<file path="config.mk">
export PLATFORM = sky130hd
export DESIGN_NAME = track_video_driver_flat
export DESIGN_NICKNAME = d
export VERILOG_FILES = /design/src/rtl/track_video_if.sv /design/src/rtl/track_video_driver.sv /design/src/flat_wrapper.sv
export SDC_FILE = /design/constraint.sdc
export NUM_CORES = 1
export LEC_CHECK = 0
export CORE_UTILIZATION = 30
export DETAILED_ROUTE_END_ITERATION = 7
export PLACE_DENSITY = 0.5
export SLEW_MARGIN = 20
export SYNTH_ARGS = -nofsm -noshare
export SYNTH_HDL_FRONTEND = slang
export SYNTH_SLANG_ARGS = --single-unit
</file>
<file path="constraint.sdc">
create_clock -name clk_in -period 2.3 [get_ports clk_in]
set_input_delay 0.345 -clock clk_in [delete_from_list [all_inputs] [get_ports clk_in]]
set_output_delay 0.345 -clock clk_in [all_outputs]
set_load 0.1 [all_outputs]
</file>
<file path="src/rtl/track_video_if.sv">
// Video timing bundle between the track video driver, its pixel renderer and the display sink.
// Widths are fixed by the 1650x750 timing family: 11-bit h, 10-bit v, 12-bit {r4,g4,b4}.
interface track_video_if;
  logic [10:0] hcount_out;
  logic [9:0]  vcount_out;
  logic [11:0] pixel_in;
  logic [11:0] rgb_out;
  logic        hsync_out;
  logic        vsync_out;
  logic        active_out;
  logic        new_frame_out;
  logic [5:0]  frame_count_out;

  modport master (
    output hcount_out, vcount_out, rgb_out, hsync_out, vsync_out,
    output active_out, new_frame_out, frame_count_out,
    input  pixel_in
  );

  modport slave (
    input  hcount_out, vcount_out, rgb_out, hsync_out, vsync_out,
    input  active_out, new_frame_out, frame_count_out,
    output pixel_in
  );
endinterface

</file>
<file path="src/rtl/track_video_driver.sv">
// Raster timing generator: issues (h,v) to a renderer, then realigns the returned colour with
// delayed active/sync flags so rgb, hsync, vsync and active leave together.
module track_video_driver #(
  parameter int H_ACTIVE      = 1280,
  parameter int H_FP          = 110,
  parameter int H_SYNC        = 40,
  parameter int H_BP          = 220,
  parameter int V_ACTIVE      = 720,
  parameter int V_FP          = 5,
  parameter int V_SYNC        = 5,
  parameter int V_BP          = 20,
  parameter int PIXEL_LATENCY = 2
) (
  input  logic           clk_in,
  input  logic           rst_n_in,
  track_video_if.master  vid
);

  localparam int H_TOTAL = H_ACTIVE + H_FP + H_SYNC + H_BP;
  localparam int V_TOTAL = V_ACTIVE + V_FP + V_SYNC + V_BP;

  localparam logic [10:0] H_LAST     = 11'(H_TOTAL - 1);
  localparam logic [10:0] H_ACT      = 11'(H_ACTIVE);
  localparam logic [10:0] HS_FIRST   = 11'(H_ACTIVE + H_FP);
  localparam logic [10:0] HS_LAST    = 11'(H_ACTIVE + H_FP + H_SYNC - 1);
  localparam logic [9:0]  V_LAST     = 10'(V_TOTAL - 1);
  localparam logic [9:0]  V_ACT      = 10'(V_ACTIVE);
  localparam logic [9:0]  VS_FIRST   = 10'(V_ACTIVE + V_FP);
  localparam logic [9:0]  VS_LAST    = 10'(V_ACTIVE + V_FP + V_SYNC - 1);

  // Colour is forced black outside active video, whatever the renderer returns.
  function automatic logic [11:0] blank_gate(input logic active, input logic [11:0] pixel);
    return active ? pixel : 12'h000;
  endfunction

  logic [10:0] hcount;
  logic [9:0]  vcount;
  logic [5:0]  frame_count;
  logic        h_wrap;
  logic        v_wrap;

  assign h_wrap = (hcount == H_LAST);
  assign v_wrap = (vcount == V_LAST);

  always_ff @(posedge clk_in or negedge rst_n_in) begin
    if (!rst_n_in) begin
      hcount      <= '0;
      vcount      <= '0;
      frame_count <= '0;
    end else begin
      hcount <= h_wrap ? 11'd0 : hcount + 11'd1;
      if (h_wrap) begin
        vcount <= v_wrap ? 10'd0 : vcount + 10'd1;
        if (v_wrap)
          frame_count <= frame_count + 6'd1;
      end
    end
  end

  // Stage p0: undelayed decode of the current counter position
  logic active_p0;
  logic hsync_p0;
  logic vsync_p0;

  assign active_p0 = (hcount < H_ACT) && (vcount < V_ACT);
  assign hsync_p0  = (hcount >= HS_FIRST) && (hcount <= HS_LAST);
  assign vsync_p0  = (vcount >= VS_FIRST) && (vcount <= VS_LAST);

  // Stages p1..p(L+1): bit k carries the decode from k+1 cycles ago
  logic [PIXEL_LATENCY:0] active_pipe;
  logic [PIXEL_LATENCY:0] hsync_pipe;
  logic [PIXEL_LATENCY:0] vsync_pipe;
  logic [11:0]            rgb_q;

  always_ff @(posedge clk_in or negedge rst_n_in) begin
    if (!rst_n_in) begin
      active_pipe <= '0;
      hsync_pipe  <= '0;
      vsync_pipe  <= '0;
      rgb_q       <= 12'h000;
    end else begin
      active_pipe <= {active_pipe[PIXEL_LATENCY-1:0], active_p0};
      hsync_pipe  <= {hsync_pipe[PIXEL_LATENCY-1:0],  hsync_p0};
      vsync_pipe  <= {vsync_pipe[PIXEL_LATENCY-1:0],  vsync_p0};
      // pixel_in belongs to the position issued PIXEL_LATENCY cycles ago
      rgb_q       <= blank_gate(active_pipe[PIXEL_LATENCY-1], vid.pixel_in);
    end
  end

  assign vid.hcount_out      = hcount;
  assign vid.vcount_out      = vcount;
  assign vid.frame_count_out = frame_count;
  assign vid.rgb_out         = rgb_q;
  assign vid.active_out      = active_pipe[PIXEL_LATENCY];
  assign vid.hsync_out       = hsync_pipe[PIXEL_LATENCY];
  assign vid.vsync_out       = vsync_pipe[PIXEL_LATENCY];
  // Game-logic strobe, deliberately taken straight from the counters
  assign vid.new_frame_out   = (hcount == H_ACT) && (vcount == V_ACT);

endmodule

</file>
<file path="src/flat_wrapper.sv">
// flat-port wrapper written by rule: the top's interface ports become plain ports
module track_video_driver_flat 
#(
  parameter int H_ACTIVE      = 1280,
  parameter int H_FP          = 110,
  parameter int H_SYNC        = 40,
  parameter int H_BP          = 220,
  parameter int V_ACTIVE      = 720,
  parameter int V_FP          = 5,
  parameter int V_SYNC        = 5,
  parameter int V_BP          = 20,
  parameter int PIXEL_LATENCY = 2
)
  (clk_in, rst_n_in, vid_hcount_out, vid_vcount_out, vid_rgb_out, vid_hsync_out, vid_vsync_out, vid_active_out, vid_new_frame_out, vid_frame_count_out, vid_pixel_in);
  track_video_if vid_i ();
  input  logic clk_in;
  input  logic rst_n_in;
  output wire logic [$bits(vid_i.hcount_out)-1:0] vid_hcount_out;
  output wire logic [$bits(vid_i.vcount_out)-1:0] vid_vcount_out;
  output wire logic [$bits(vid_i.rgb_out)-1:0] vid_rgb_out;
  output wire logic [$bits(vid_i.hsync_out)-1:0] vid_hsync_out;
  output wire logic [$bits(vid_i.vsync_out)-1:0] vid_vsync_out;
  output wire logic [$bits(vid_i.active_out)-1:0] vid_active_out;
  output wire logic [$bits(vid_i.new_frame_out)-1:0] vid_new_frame_out;
  output wire logic [$bits(vid_i.frame_count_out)-1:0] vid_frame_count_out;
  input wire logic [$bits(vid_i.pixel_in)-1:0] vid_pixel_in;
  assign vid_hcount_out = vid_i.hcount_out;
  assign vid_vcount_out = vid_i.vcount_out;
  assign vid_rgb_out = vid_i.rgb_out;
  assign vid_hsync_out = vid_i.hsync_out;
  assign vid_vsync_out = vid_i.vsync_out;
  assign vid_active_out = vid_i.active_out;
  assign vid_new_frame_out = vid_i.new_frame_out;
  assign vid_frame_count_out = vid_i.frame_count_out;
  assign vid_i.pixel_in = vid_pixel_in;
  track_video_driver #(.H_ACTIVE(H_ACTIVE), .H_FP(H_FP), .H_SYNC(H_SYNC), .H_BP(H_BP), .V_ACTIVE(V_ACTIVE), .V_FP(V_FP), .V_SYNC(V_SYNC), .V_BP(V_BP), .PIXEL_LATENCY(PIXEL_LATENCY)) u_core (.clk_in(clk_in), .rst_n_in(rst_n_in), .vid(vid_i));
endmodule
</file>
After elaboration in Yosys (flattened, before gate mapping)
Cells that the tools add are included.

Muxes and demuxes: 3. Equality and inequality tests: 4. Order comparisons: 6. Reduce and logical (&&, ||, !) cells: 5. $add $sub $neg: 3.

Operators by type and width (count): equality test 11 bit (second input constant) (2); equality test 10 bit (second input constant) (2); two-way mux 12 bit (1); adder 11 x 1 -> 11 bit (second input constant) (1); greater-or-equal comparator 11 bit (second input constant) (1); less-or-equal comparator 11 bit (second input constant) (1); < comparator 11 bit (second input constant) (1); two-way mux 11 bit (1); adder 10 x 1 -> 10 bit (second input constant) (1); greater-or-equal comparator 10 bit (second input constant) (1); less-or-equal comparator 10 bit (second input constant) (1); < comparator 10 bit (second input constant) (1); two-way mux 10 bit (1); adder 6 x 1 -> 6 bit (second input constant) (1); logical AND 1 bit (4); AND reduction 2 bit (1).

Bits of input ports: 14. Flip-flop bits (word level): 48. Output and inout port bits: 43.

Logic depth before layout (Yosys ltp)
Gate-level depths: netlist (run 1).

Depth after elaboration: 2. Mapped depth: 7.

Worst setup path after synthesis (run 1)
OpenSTA, ideal clock, no wires.

Path kind: register to output. Start: register u_core.vcount[6] (netlist: u_core.vid.vcount_out[6]). End: output vid_new_frame_out. Cell stages (with the launch flop): 5. Arrival time: 2298 ps. Path slack: -343 ps. Path buffers: 0. Cells stage by stage: dfrtp_1 and4b_1 nand3b_1 nor2_1 and2_1.

Word-level cells in the longest chain between the ends: 2.

Ends and longest elaborated chain: start, declared (RTL line track_video_driver.sv:37) `logic [9:0] vcount;`; start signal, assigned (RTL line track_video_driver.sv:53) `vcount <= v_wrap ? 10'd0 : vcount + 10'd1;`; equality test 10 bit (RTL line track_video_driver.sv:98) `assign vid.new_frame_out = (hcount == H_ACT) && (vcount == V_ACT);`; logical AND 1 bit (RTL line track_video_driver.sv:98); end, declared (RTL line flat_wrapper.sv:24) `output wire logic [$bits(vid_i.new_frame_out)-1:0] vid_new_frame_out;`.

No other way between the ends.

Worst setup path after layout (run 1)
Start: register u_core.hcount[2] (netlist: u_core.vid.hcount_out[2]). End: register u_core.vcount[4] (netlist: u_core.vid.vcount_out[4]).

Word-level cells in the longest chain between the ends: 1.

Ends and longest elaborated chain: start, declared (RTL line track_video_driver.sv:36) `logic [10:0] hcount;`; start signal, assigned (RTL line track_video_driver.sv:51) `hcount <= h_wrap ? 11'd0 : hcount + 11'd1;`; equality test 11 bit (RTL line track_video_driver.sv:42) `assign h_wrap = (hcount == H_LAST);`.

No other way between the ends. A chain may end at the register's enable or synchronous reset.

==> flow_summary.yaml, run 1 <==
cells_and_area:
  n_antenna_cell: 0
  drive_gt1_share_pct: 28.4
  fin_area_um2: 2890
  area_delta_synth_final_pct: 34.1
  nNetsFinal: 284
synthesis:
  synth_common_cells: "dfrtp_1, nor2_1, and2_1, nand3_1"
  ys.flop_type: "dfrtp_1"
  synth-edff-count: 0
  synthTopCellsByArea: "dfrtp_1, and2_1, ha_1"
  yosysWarnings: 0
  ys_seq_area_share_pct: 55.7
  synth.distinct_cells: 37
  syn_inst: 200
  yosysTopAreaCell: "dfrtp_1"
  synth_nets: 221
  avgSynthCellArea_um2: 10.8
  yosys_register_bits: 48
  async_flop_share_pct: 100
  syn_area_um2: 2150
  synth_top_area_share_pct: 55.7
  post-synth-top-count-cell: "dfrtp_1"
clocking:
  clock-sinks: 48
  insertion_delay_ns: 0.29
  postCtsSetupBuffers: 0
  path_clk_slew_ns: 0.09
  cts_buffers: 5
  cts_root_buf: "clkbuf_8"
  clock_tree.buffer_depth: 2
  cts_tree: "yes"
  h-tree-depth: 2
power_and_ir_drop:
  power.net_switching_w: 0.000386
  seq_power_share_pct: 57.3
  clkPwrFrac_pct: 32.8
  pwr-share-comb_pct: 9.9
  intPower_w: 0.00111
  power-per-cell-area_nw_per_um2: 517
  p_leak_nw: 1.32
  switching_share_pct: 25.9
  ir_drop_mv: 0.231
run:
  cap_violations: 0
timing:
  hold_violations: 0
  max-slew-margin-rel_pct: 63.4
  fin_skew_ns: 0.00464
  final-setup-viol-count: 0
  post-route-period-util_pct: 92.3
  max_freq_mhz: 471
  rsz0062_at_grt: "false"
  max_slew.worst_pin.slew_ns: 0.548
  min_period_ns: 2.12
  holdWs_ns: 0.0279
  slew_viol_final: 0
hold_path:
  min_path_type: "input pin to async pin"
worst_setup_path:
  cp.buffers_inverters: 1
  critPathMaxFanout: 10
  arrival_ns: 2.30
  end_kind: "register"
  start_kind: "register"
  critPathKind: "register to register"
  worstPathCellList: "or4b_1, nor3_2, buf_4, nand4_1, mux2_1"
  critPathLaunch: "u_core.vid.hcount_out[2]"
  cp_data_required_time_ns: 2.48
  path_delay_family: "simple AND/OR/NAND/NOR gates"
  max_stage_delay_ns: 0.59
  r2r_start: "u_core.vid.hcount_out[2]"
  cp_slowest_cell: "or4b_1"
  reg2reg_slack_ns: 0.18
detailed_routing:
  drt_first_iter_violations: 90
  antenna_left: 0
  vias: 1672
  drc: 0
  dr.pass1.iters: 4
  via_per_inst: 4.64
  wl_per_cell_um: 13.1
  routed_wl_mm: 4.72
global_routing:
  grtUsageTotal_pct: 13.4
  grt_max_degree: 29
  grt_overflow: 0
  grt_pass1_vias: 1558
  grt_pass1_wl_mm: 7.75
  antenna_found_initial: 0
status:
  status: "complete, no violations"
floorplanning:
  coreArea_um2: 6870
  placement_rows: 30
  die_area_um2: 7520
  io_pins: 57
  die_h_um: 86.7
  die_width_um: 86.7
  start_util_pct: 31.4
placement:
  place_hpwl_mm: 3.36
  portBuffers: 56
  place_congestion: 0.768
  placed_area_um2: 2790
==> routing by layer <==
metal | vias up | track usage, % | routed length, um | part of all wire (%)
li1 | 820 | - | - | -
met1 | 798 | 18.2 | 2320 | 49
met2 | 48 | 20.6 | 2100 | 45
met3 | 6 | 3.14 | 230 | 4.9
met4 | 0 | 5.61 | 65 | 1.4
met5 | - | 0 | 0 | 0
==> stage by stage <==
stage               power, W  instances  utilization (%)  setup slack (ns)  TNS [ns]
floorplan           0.000961        200                -           -0.0551   -0.0551
global placement     0.00102        352             40.7             0.156         0
detailed placement   0.00102        352             40.7             0.107         0
CTS                  0.00152        360             41.9            0.0929         0
global route         0.00156        360             42.1            0.0327         0
finish               0.00149        360             42.1             0.176         0
==> flip-flops by register name (all words and copies together), names as in the netlist <==
register,flops
u_core.active_pipe,3
u_core.hsync_pipe,3
u_core.vid.frame_count_out,6
u_core.vid.hcount_out,11
u_core.vid.rgb_out,12
u_core.vid.vcount_out,10
u_core.vsync_pipe,3
==> placed cells by master, fill, tap and decap left out, types with 2 or more instances in the layout <==
master / n
a21oi_1: 3
a31oi_1: 3
and2_1: 13
and3_1: 4
buf_12: 3
buf_4: 47
clkbuf_8: 5
clkdlybuf4s50_1: 12
dfrtp_1: 36
dfrtp_2: 11
ha_1: 7
inv_1: 7
mux2_1: 2
nand2_1: 9
nand3_1: 14
nand3b_1: 4
nand4_1: 4
nor2_1: 19
nor2b_1: 2
nor3_1: 5
nor4_1: 2
o211ai_1: 2
o21a_1: 2
o21ai_0: 5
o21ai_1: 8
or3_1: 2
xnor2_1: 9
xor2_1: 4
==> worst paths after layout <==
check	to	depth (start not counted)
setup / recovery	u_core.vid.vcount_out[4]	5
hold / removal	u_core.vid.vcount_out[8]	1
setup reg to reg	u_core.vid.vcount_out[4]	5
hold reg to reg	u_core.vsync_pipe[2]	0
max in group asynchronous	u_core.vid.hcount_out[7]	2
min in group clk_in	u_core.vsync_pipe[2]	0
==> cells by family after synthesis <==
| group | after synthesis | share of synthesized area, % |
|---|---|---|
| AND/OR/NAND/NOR | 86 | 21.8 |
| flip-flops | 48 | 55.7 |
| AO/OA/AOI/OAI | 29 | 8.36 |
| buffers and inverters | 14 | 3.19 |
| XOR/XNOR | 13 | 5.28 |
| adder cells (fa/ha/maj) | 7 | 4.06 |
| multiplexers | 3 | 1.51 |
==> repair_timing <==
item,CTS,global route
resized for setup,0,2
hold buffers,0,0
endpoints found under the setup margin,0,3
==> layout make-up <==
class                           count  area, um2
Inverter                            7       26.3
Tap cell                           96        120
Clock inverter                      2       12.5
Clock buffer                        6       72.6
Timing Repair Buffer               63        538
Sequential cell                    48       1220
Multi-Input combinational cell    138        902
Fill cell                         727       3980
==> power by group through the flow <==
| stage | logic (W) | registers (W) | clock network (W) |
|---|---|---|---|
| 2_1_floorplan | 0.00000712 | 0.000954 | 0 |
| 3_3_place_gp | 0.000150 | 0.000873 | 0 |
| 3_5_place_dp | 0.000150 | 0.000873 | 0 |
| 4_1_cts | 0.000151 | 0.000856 | 0.000516 |
| 5_1_grt | 0.000156 | 0.000857 | 0.000545 |
| 6_report | 0.000147 | 0.000856 | 0.000489 |
Power figures use the tool's default switching activity.
==> run 2: changes to the inputs <==
- PLACE_DENSITY: 0.5 -> 0.52
- RECOVER_POWER: unset -> 25
- clock period: 2.3 -> 1.8 ns (I/O delays scaled with it)
==> run 2 against run 1 <==
The flow now finishes with violations (negative setup slack). Total power grew 40%. Sequential share of layout area shrank 8.3 points. Count of clock-buffer cells in the layout shrank 1. Combinational power grew 29%. Register-to-register slack lost 0.34 ns. Critical endpoint is now u_core.vid.vcount_out[3].
==> flow_summary.yaml, run 2 (synthesis gave the netlist of run 1 again) <==
clocking:
  path_clk_slew_ns: 0.09
  cts_tree: "yes"
  cts_root_buf: "clkbuf_8"
  clock-sinks: 48
  cts_buffers: 5
  insertion_delay_ns: 0.31
  clock_tree.buffer_depth: 2
  h-tree-depth: 2
timing:
  fin_skew_ns: 0.00642
  min_period_ns: 1.97
  max-slew-margin-rel_pct: 31.9
  tns_ns: -1.02
  rsz0062_at_grt: "true"
  max_slew.worst_pin.slew_ns: 1.02
  slew_viol_final: 0
  holdWs_ns: 0.354
  final-setup-viol-count: 13
  hold_violations: 0
  setup_slack_ns: -0.168
  post-route-period-util_pct: 109
  max_freq_mhz: 508
global_routing:
  grt_pass1_vias: 1651
  grtUsageTotal_pct: 14.2
  grt_overflow: 0
  antenna_found_initial: 0
  grt_max_degree: 33
  grt_pass1_wl_mm: 8.14
worst_setup_path:
  end_kind: "register"
  reg2reg_slack_ns: -0.17
  critPathMaxFanout: 5
  start_kind: "register"
  critPathKind: "register to register"
  arrival_ns: 2.21
  cp_data_required_time_ns: 2.04
power_and_ir_drop:
  switching_share_pct: 25.1
  power.net_switching_w: 0.000522
  intPower_w: 0.00156
  p_leak_nw: 1.62
  power-per-cell-area_nw_per_um2: 572
  pwr-share-comb_pct: 9.1
  seq_power_share_pct: 52.5
  clkPwrFrac_pct: 38.5
  ir_drop_mv: 0.291
detailed_routing:
  via_per_inst: 4.59
  routed_wl_mm: 5.11
  drt_first_iter_violations: 82
  drc: 0
  wl_per_cell_um: 13.1
  dr.pass1.iters: 4
  vias: 1784
  antenna_left: 0
floorplanning:
  placement_rows: 30
  die_area_um2: 7520
  die_h_um: 86.7
  start_util_pct: 31.4
  die_width_um: 86.7
  coreArea_um2: 6870
  io_pins: 57
cells_and_area:
  nNetsFinal: 313
  final_cell_mix: "buf_4, buf_12, dfrtp_1"
  area_delta_synth_final_pct: 69.0
  layout_commonest_cell: "buf_4"
  drive_gt1_share_pct: 41.6
  n_antenna_cell: 0
  largest_reg_flops: 12
status:
  status: "finished with violations"
  violations: "negative setup slack"
placement:
  place_hpwl_mm: 3.55
  place_congestion: 0.825
  portBuffers: 56
hold_path:
  min_path_type: "register to register"
run:
  cap_violations: 0
-- run 2: cell count changes in the layout (fill, tap and decap cells not counted), moves of 4 or more --
cell	change
buf_6	+8
and2_0	+4
dfrtp_1	-8
and2_1	-4
buf_4	-10
buf_12	+28
dfrtp_2	+6
-- run 2: cell type report --
class | count | area, um2
fill | 613 | 3230
sequential | 48 | 1230
timing repair buffer | 92 | 1150
multi-input combinational | 138 | 995
tap | 96 | 120
clock buffer | 5 | 68.8
clock inverter | 3 | 46.3
inverter | 7 | 26.3
-- run 2: worst paths after layout --
| kind | start | endpoint | cells after the start |
|---|---|---|---|
| max | u_core.vid.hcount_out[2] | u_core.vid.vcount_out[3] | 5 |
| max reg2reg | u_core.vid.hcount_out[2] | u_core.vid.vcount_out[3] | 5 |
| min in group asynchronous | rst_n_in | u_core.vid.frame_count_out[3] | 2 |
| min reg2reg | u_core.vsync_pipe[1] | u_core.vsync_pipe[2] | 0 |
| min | u_core.vsync_pipe[1] | u_core.vsync_pipe[2] | 0 |
| max in group asynchronous | rst_n_in | u_core.vid.vcount_out[1] | 2 |
-- run 2: worst max-delay path, stage by stage (launching register included) --
cell,delay [ns]
dfrtp_4,0.50
or4b_4,0.51
or3_4,0.37
buf_8,0.15
or3_1,0.30
o21ai_1,0.07
-- run 2: power groups by stage --
stage / clock, W / sequential [W] / combinational [W]
after floorplan: 0 / 0.00122 / 0.00000909
after global placement: 0 / 0.00112 / 0.000191
after detailed placement: 0 / 0.00112 / 0.000191
after CTS: 0.000834 / 0.00109 / 0.000193
after global routing: 0.000882 / 0.00110 / 0.000200
final: 0.000801 / 0.00109 / 0.000189
-- run 2: per-stage QoR --
step / utilization (%) / power (W) / instance area [um2] / setup slack (ns) / cells
after floorplan: - / 0.00123 / 2210 / -0.376 / 200
after global placement: 48.1 / 0.00131 / 3310 / -0.0776 / 373
after detailed placement: 48.1 / 0.00131 / 3310 / -0.102 / 373
after CTS: 51.3 / 0.00212 / 3530 / -0.174 / 385
after global routing: 53.0 / 0.00218 / 3640 / -0.231 / 389
final: 53.0 / 0.00208 / 3640 / -0.168 / 389
-- run 2: timing repair --
item                                   4_1_cts  5_1_grt
endpoints found under the hold margin       16        0
gates resized for setup                     15       15
buffers inserted                             2        5
hold buffers                                 1        0
cloned                                       1        0
pin swaps                                    3        8
setup endpoints to repair                   12       17
-- run 2: metal layers --
layer | global-route usage (%) | part of all wire, % | up-vias
li1 | - | - | 882
met1 | 19.8 | 49 | 850
met2 | 21.8 | 45 | 47
met3 | 3.24 | 4.7 | 5
met4 | 4.55 | 1.3 | 0
met5 | 0 | 0 | -
